<file path="src/rtl/alu_seq_pkg.sv">
// Shared types and field constants for the ALU operand sequencer front-end.
package alu_seq_pkg;

  typedef enum logic [1:0] {
    IDLE  = 2'd0,
    GOT_A = 2'd1,
    GOT_B = 2'd2,
    DONE  = 2'd3
  } state_t;

  localparam int OP_W   = 3;
  localparam int OPND_W = 8;
  localparam int SW_W   = 17;

  localparam int SW_A_LSB = 0;
  localparam int SW_A_MSB = 7;
  localparam int SW_B_LSB = 8;
  localparam int SW_B_MSB = 15;
  localparam int SW_UNSIG = 16;

  localparam int KEY_ENTER   = 1;
  localparam int KEY_OP_NEXT = 2;
  localparam int KEY_CLEAR   = 3;

endpackage

</file>
<file path="src/rtl/alu_operand_sequencer_if.sv">
// Board-side bundle: raw switches/keys in, latched ALU operands and status out.
interface alu_operand_sequencer_if
  import alu_seq_pkg::*;
();

  logic [SW_W-1:0]   SW;
  logic [3:1]        KEY;
  logic [OPND_W-1:0] A;
  logic [OPND_W-1:0] B;
  logic              UNSIG;
  logic [OP_W:1]     OP;
  logic              VALID;
  logic              START;
  logic [1:0]        STATE;

  modport master (
    output SW, KEY,
    input  A, B, UNSIG, OP, VALID, START, STATE
  );

  modport slave (
    input  SW, KEY,
    output A, B, UNSIG, OP, VALID, START, STATE
  );

endinterface

</file>
<file path="src/rtl/key_debouncer.sv">
// Synchronizes and debounces one active-low pushbutton; emits a one-cycle press pulse.
module key_debouncer #(
  parameter int DEBOUNCE_CYCLES = 500000,
  parameter int CNT_W           = 20
) (
  input  logic i_clk,
  input  logic i_rst_n,
  input  logic i_key,
  output logic o_press
);

  localparam logic [CNT_W-1:0] LP_LAST = CNT_W'(DEBOUNCE_CYCLES - 1);

  logic             r_sync1;
  logic             r_sync2;
  logic             r_level;
  logic [CNT_W-1:0] r_cnt;
  logic             r_press;

  // The press pulse is raised on the same edge the level flips to 0, so the
  // consumer sees it one cycle after the last stable sample.
  always_ff @(posedge i_clk or negedge i_rst_n) begin
    if (!i_rst_n) begin
      r_sync1 <= 1'b1;
      r_sync2 <= 1'b1;
      r_level <= 1'b1;
      r_cnt   <= '0;
      r_press <= 1'b0;
    end else begin
      r_sync1 <= i_key;
      r_sync2 <= r_sync1;
      r_press <= 1'b0;
      if (r_sync2 == r_level) begin
        r_cnt <= '0;
      end else if (r_cnt == LP_LAST) begin
        r_level <= r_sync2;
        r_cnt   <= '0;
        r_press <= ~r_sync2;
      end else begin
        r_cnt <= r_cnt + CNT_W'(1);
      end
    end
  end

  assign o_press = r_press;

endmodule

</file>
<file path="src/rtl/alu_operand_sequencer.sv">
// Captures ALU operands and op code from switches under debounced key control.
module alu_operand_sequencer
  import alu_seq_pkg::*;
#(
  parameter int DEBOUNCE_CYCLES = 500000,
  parameter int CNT_W           = 20
) (
  input  logic                    CLOCK_50,
  input  logic                    RESET_N,
  alu_operand_sequencer_if.slave  bus
);

  logic w_enterEv;
  logic w_opNextEv;
  logic w_clearEv;

  key_debouncer #(.DEBOUNCE_CYCLES(DEBOUNCE_CYCLES), .CNT_W(CNT_W)) u_enter (
    .i_clk(CLOCK_50), .i_rst_n(RESET_N), .i_key(bus.KEY[KEY_ENTER]), .o_press(w_enterEv)
  );

  key_debouncer #(.DEBOUNCE_CYCLES(DEBOUNCE_CYCLES), .CNT_W(CNT_W)) u_opNext (
    .i_clk(CLOCK_50), .i_rst_n(RESET_N), .i_key(bus.KEY[KEY_OP_NEXT]), .o_press(w_opNextEv)
  );

  key_debouncer #(.DEBOUNCE_CYCLES(DEBOUNCE_CYCLES), .CNT_W(CNT_W)) u_clear (
    .i_clk(CLOCK_50), .i_rst_n(RESET_N), .i_key(bus.KEY[KEY_CLEAR]), .o_press(w_clearEv)
  );

  state_t            r_state;
  logic [OPND_W-1:0] r_a;
  logic [OPND_W-1:0] r_b;
  logic              r_unsig;
  logic [OP_W:1]     r_op;
  logic              r_valid;
  logic              r_start;

  // CLEAR wins over everything; ENTER and OP_NEXT in the same cycle both apply.
  always_ff @(posedge CLOCK_50 or negedge RESET_N) begin
    if (!RESET_N) begin
      r_state <= IDLE;
      r_a     <= '0;
      r_b     <= '0;
      r_unsig <= 1'b0;
      r_op    <= '0;
      r_valid <= 1'b0;
      r_start <= 1'b0;
    end else begin
      r_start <= 1'b0;
      if (w_clearEv) begin
        r_state <= IDLE;
        r_a     <= '0;
        r_b     <= '0;
        r_unsig <= 1'b0;
        r_op    <= '0;
        r_valid <= 1'b0;
      end else begin
        if (w_opNextEv) begin
          r_op <= r_op + OP_W'(1);
        end
        if (w_enterEv) begin
          case (r_state)
            IDLE, DONE: begin
              r_a     <= bus.SW[SW_A_MSB:SW_A_LSB];
              r_state <= GOT_A;
              r_valid <= 1'b0;
            end
            GOT_A: begin
              r_b     <= bus.SW[SW_B_MSB:SW_B_LSB];
              r_unsig <= bus.SW[SW_UNSIG];
              r_state <= GOT_B;
            end
            GOT_B: begin
              r_state <= DONE;
              r_valid <= 1'b1;
              r_start <= 1'b1;
            end
            default: r_state <= IDLE;
          endcase
        end
      end
    end
  end

  assign bus.A     = r_a;
  assign bus.B     = r_b;
  assign bus.UNSIG = r_unsig;
  assign bus.OP    = r_op;
  assign bus.VALID = r_valid;
  assign bus.START = r_start;
  assign bus.STATE = r_state;

endmodule
</file>
<file path="src/flat_wrapper.sv">
// flat-port wrapper written by rule: the top's interface ports become plain ports
module alu_operand_sequencer_flat import alu_seq_pkg::*;
#(
  parameter int DEBOUNCE_CYCLES = 500000,
  parameter int CNT_W           = 20
)
  (CLOCK_50, RESET_N, bus_SW, bus_KEY, bus_A, bus_B, bus_UNSIG, bus_OP, bus_VALID, bus_START, bus_STATE);
  alu_operand_sequencer_if bus_i ();
  input  logic CLOCK_50;
  input  logic RESET_N;
  input wire logic [$bits(bus_i.SW)-1:0] bus_SW;
  input wire logic [$bits(bus_i.KEY)-1:0] bus_KEY;
  output wire logic [$bits(bus_i.A)-1:0] bus_A;
  output wire logic [$bits(bus_i.B)-1:0] bus_B;
  output wire logic [$bits(bus_i.UNSIG)-1:0] bus_UNSIG;
  output wire logic [$bits(bus_i.OP)-1:0] bus_OP;
  output wire logic [$bits(bus_i.VALID)-1:0] bus_VALID;
  output wire logic [$bits(bus_i.START)-1:0] bus_START;
  output wire logic [$bits(bus_i.STATE)-1:0] bus_STATE;
  assign bus_i.SW = bus_SW;
  assign bus_i.KEY = bus_KEY;
  assign bus_A = bus_i.A;
  assign bus_B = bus_i.B;
  assign bus_UNSIG = bus_i.UNSIG;
  assign bus_OP = bus_i.OP;
  assign bus_VALID = bus_i.VALID;
  assign bus_START = bus_i.START;
  assign bus_STATE = bus_i.STATE;
  alu_operand_sequencer #(.DEBOUNCE_CYCLES(DEBOUNCE_CYCLES), .CNT_W(CNT_W)) u_core (.CLOCK_50(CLOCK_50), .RESET_N(RESET_N), .bus(bus_i));
endmodule
</file>
<file path="config.mk">
export PLATFORM = sky130hd
export DESIGN_NAME = alu_operand_sequencer_flat
export DESIGN_NICKNAME = d
export VERILOG_FILES = /design/src/rtl/alu_seq_pkg.sv /design/src/rtl/alu_operand_sequencer_if.sv /design/src/rtl/key_debouncer.sv /design/src/rtl/alu_operand_sequencer.sv /design/src/flat_wrapper.sv
export SDC_FILE = /design/constraint.sdc
export NUM_CORES = 1
export LEC_CHECK = 0
export ABC_CLOCK_PERIOD_IN_PS = 3200
export BUFFER_PORTS_ARGS = -buffer_cell sky130_fd_sc_hd__clkbuf_2
export CAP_MARGIN = 0
export CORE_ASPECT_RATIO = 0.8
export CORE_MARGIN = 3
export CORE_UTILIZATION = 63
export CTS_CLUSTER_DIAMETER = 80
export DETAILED_ROUTE_END_ITERATION = 12
export HOLD_SLACK_MARGIN = 0.08
export PLACE_DENSITY = 0.85
export SLEW_MARGIN = 20
export SYNTH_ARGS = -nofsm -noshare
export SYNTH_HDL_FRONTEND = slang
export SYNTH_SLANG_ARGS = --single-unit
export TNS_END_PERCENT = 10
</file>
<file path="constraint.sdc">
create_clock -name CLOCK_50 -period 3.2 [get_ports CLOCK_50]
set_input_delay 0.64 -clock CLOCK_50 [delete_from_list [all_inputs] [get_ports CLOCK_50]]
set_output_delay 0.64 -clock CLOCK_50 [all_outputs]
set_load 0.02 [all_outputs]
</file>
==> results.md <==
- Status: finished, final reports clean
- Critical-path cell list: ha_1 -> nand4_1 -> o41ai_4 -> nor2_1
- Clock slew at reported path FFs: 0.10 ns
- Syn avg cell area: 10.1 sq um
- Seq cells post-synth: 96
- Final wirelength: 8640 um
- Register area share after synthesis: 54.5%
- Max_cap viols: 0
- ANT nets after route: 0
- Layout net count: 516
- Synth area leader: dfrtp_1
- # IOs: 46
- Total GRT Usage: 22.8%
- Initial antenna violation count: 0
- FF-to-FF setup slack: 0.90 ns
- Worst Setup Start Kind: flop
- P&R area growth vs syn: 11.5%
- Detailed placement HPWL: 6100 um
- PwrDens: 418 nW/um^2
- Crit path DAT: 2.50 ns
- Initial DRC Count: 202
- Gate Count Post-Synth: 439
- Period utilization: 71.8%
- Vias per cell: 5.78
- # resized after CTS: 0
- Reg-to-reg endpoint: u_core.u_opNext.r_cnt[2]$_DFF_PN0_
- Worst clock skew: 0.00992 ns
- Number of global-route vias before repair: 3,206
- Antenna cells: 0
- Buffers on Ports: 45
- CTS Hold Bufs: 0
- Drt first pass iters: 4
- Final setup viols: 0
- Share of layout cells above drive strength 1: 17.4%
- Max-slew violations: 0
- Area fraction of the dominant cell type after synthesis: 49.2%
- Site Rows: 26
- Final Hold Viols: 0
- Static leakage: 2.08 nW
- Post-synth top cells: dfrtp_1, nor2_1, nand2_1, xnor2_1
- Worst Hold Class: input pin to async pin
- Most frequent cell after synthesis: dfrtp_1
- Largest cells by area after synthesis: dfrtp_1, xnor2_1, nor2_1, dfstp_2, nand2_1
- Cts bufs inserted: 9
- Clock root cell: clkbuf_8
- Initial core utilization: 67.1%
- Post-synth EDFFs: 0
- CORE AREA: 6600 sq um
- Synth Net Count: 467
- Die ar.: 8080 sq um
- Maximum vdd ir drop: 319 uV
- Hold_ws: 0.258 ns
- Worst slew pin tran: 0.942 ns
- Die H: 81.0 um
- CTS tree: done
- Yosys warns: 0
- Slowest Stage Delay on Critical Path: 0.96 ns
- Synth async-reset ratio: 100%
- Fill cells: 446
- Routed WL per cell: 15.0 um
- Setup Fix Bufs, Post-CTS: 0
- Maximum clock insertion buffer count: 2
- CP max stage cell: o41ai_4
- Worst-Skew Late Latency: 0.37 ns
- Peak Freq: 436 MHz
- RSZ-0062 raised after global routing: false
- Count of different cell masters after synthesis: 45
- Cell depth of the worst flop-to-flop path: 4
- H-tree depth reported by CTS: 3
- Gr ovfl total: 0
- Critical Path RT: 3.40 ns
- Worst r2r src: u_core.u_opNext.r_cnt[0]$_DFF_PN0_
- First-pass GRT wire length: 14,800 um
- Final worst path period need: 2.30 ns
- CTS Sinks: 96
- Largest net degree at the start of global routing: 51
- # DRC: 0
- Setup TNS: 0 ns
- Cell Area, Synth: 4430 sq um
- CP max FO: 18
- Setup crit end kind: flop
- Vias: 3,336
- Die Wd: 99.7 um
- Relative slew margins: 37.0%
- Ys flop type: dfrtp_1
- WS Path Type: flop to flop
- Gpl congestion: 0.877
## layout make-up
class,count,area [sq um],area share [%]
clock buffer,9,124,2.51
clock inverter,7,63.8,1.29
inverter,13,48.8,0.988
multi-input combinational,321,1930,39.0
sequential,96,2410,48.9
tap,84,105,2.13
timing repair buffer,47,255,5.17
## logic make-up (layout without fill, tap and decap cells)
| logic type | count (synthesis) | after routing | share of synthesized area (%) |
|---|---|---|---|
| compound gates | 39 | 39 | 5.88 |
| fa+ha+maj | 6 | 6 | 1.69 |
| simple gates | 221 | 221 | 24.7 |
| buf+inv | 22 | 76 | 2.01 |
| xor+xnor | 49 | 49 | 9.69 |
| mux | 6 | 6 | 1.53 |
| flops | 96 | 96 | 54.5 |
## flip-flops by register name, summed over array words and instances (netlist names), 2 cells and up
| name | count |
|---|---|
| u_core.u_enter.r_cnt | 20 |
| u_core.bus.STATE | 2 |
| u_core.u_opNext.r_cnt | 20 |
| u_core.bus.A | 8 |
| u_core.u_clear.r_cnt | 20 |
| u_core.bus.B | 8 |
| u_core.bus.OP | 3 |
## critical path, delay by kind of cell (launching register included)
kind                       cells  cell delay (ns)
AOI/OAI and AO/OA              1             0.96
adders and majority gates      1             0.23
DFF                            1             0.41
and+or+nand+nor                2             0.54
## power breakdown
group | leakage [nW] | total, mW | internal, mW | switching (mW)
logic | 0.771 | 0.0708 | 0.0251 | 0.0457
clock network | 0.0903 | 0.750 | 0.300 | 0.450
registers | 1.21 | 1.24 | 1.23 | 0.0143
## placed cells by master, fill, tap and decap left out, types with 3 or more instances in the layout
cell type   n
o221ai_1    3
nand2_1    54
and4_1      3
dfstp_2     9
nor3b_1     3
clkbuf_2   44
nor2_1     66
dfrtp_1    87
nand2b_1    3
mux2i_1     3
and2_1      5
xor2_1     11
inv_1      13
ha_1        6
xnor2_1    38
and3_1      4
nor4_1     16
a21oi_1    22
nand3_1    16
o21ai_0     3
clkbuf_8    9
nor3_1     14
nand4_1    22
or3_1       4
## worst max path at each step
stage,slack [ns],endpoint,startpoint,cells after the start
floorplan,1.33,u_core.u_opNext.r_level$_DFFE_PN1P_,u_core.u_opNext.r_cnt[12]$_DFF_PN0_,3
CTS,0.91,u_core.u_opNext.r_cnt[2]$_DFF_PN0_,u_core.u_opNext.r_cnt[0]$_DFF_PN0_,4
detailed placement,0.95,u_core.u_opNext.r_cnt[2]$_DFF_PN0_,u_core.u_opNext.r_cnt[0]$_DFF_PN0_,4
global placement,1.09,u_core.u_opNext.r_cnt[2]$_DFF_PN0_,u_core.u_opNext.r_cnt[0]$_DFF_PN0_,4
global route,0.72,u_core.u_opNext.r_cnt[2]$_DFF_PN0_,u_core.u_opNext.r_cnt[0]$_DFF_PN0_,4
finish,0.90,u_core.u_opNext.r_cnt[2]$_DFF_PN0_,u_core.u_opNext.r_cnt[0]$_DFF_PN0_,4
## routing by layer
metal | share of wire (%) | GRT usage [%]
met4 | 0.90 | 6.14
met2 | 47 | 36.8
met5 | 0 | 0
met1 | 46 | 31.3
met3 | 6.1 | 5.58
## through the flow
stage                     area [sq um]  worst slack (ns)  cells  utilization, %  total power [mW]
after floorplan                   4430              1.33    439               -              1.29
after global routing              4940             0.716    577            74.8              2.15
after CTS                         4940             0.912    577            74.8              2.08
after global placement            4750              1.09    561            71.9              1.34
final                             4940             0.904    577            74.8              2.06
after detailed placement          4750             0.946    561            71.9              1.34
No activity file was read; power rests on OpenSTA's default activity.
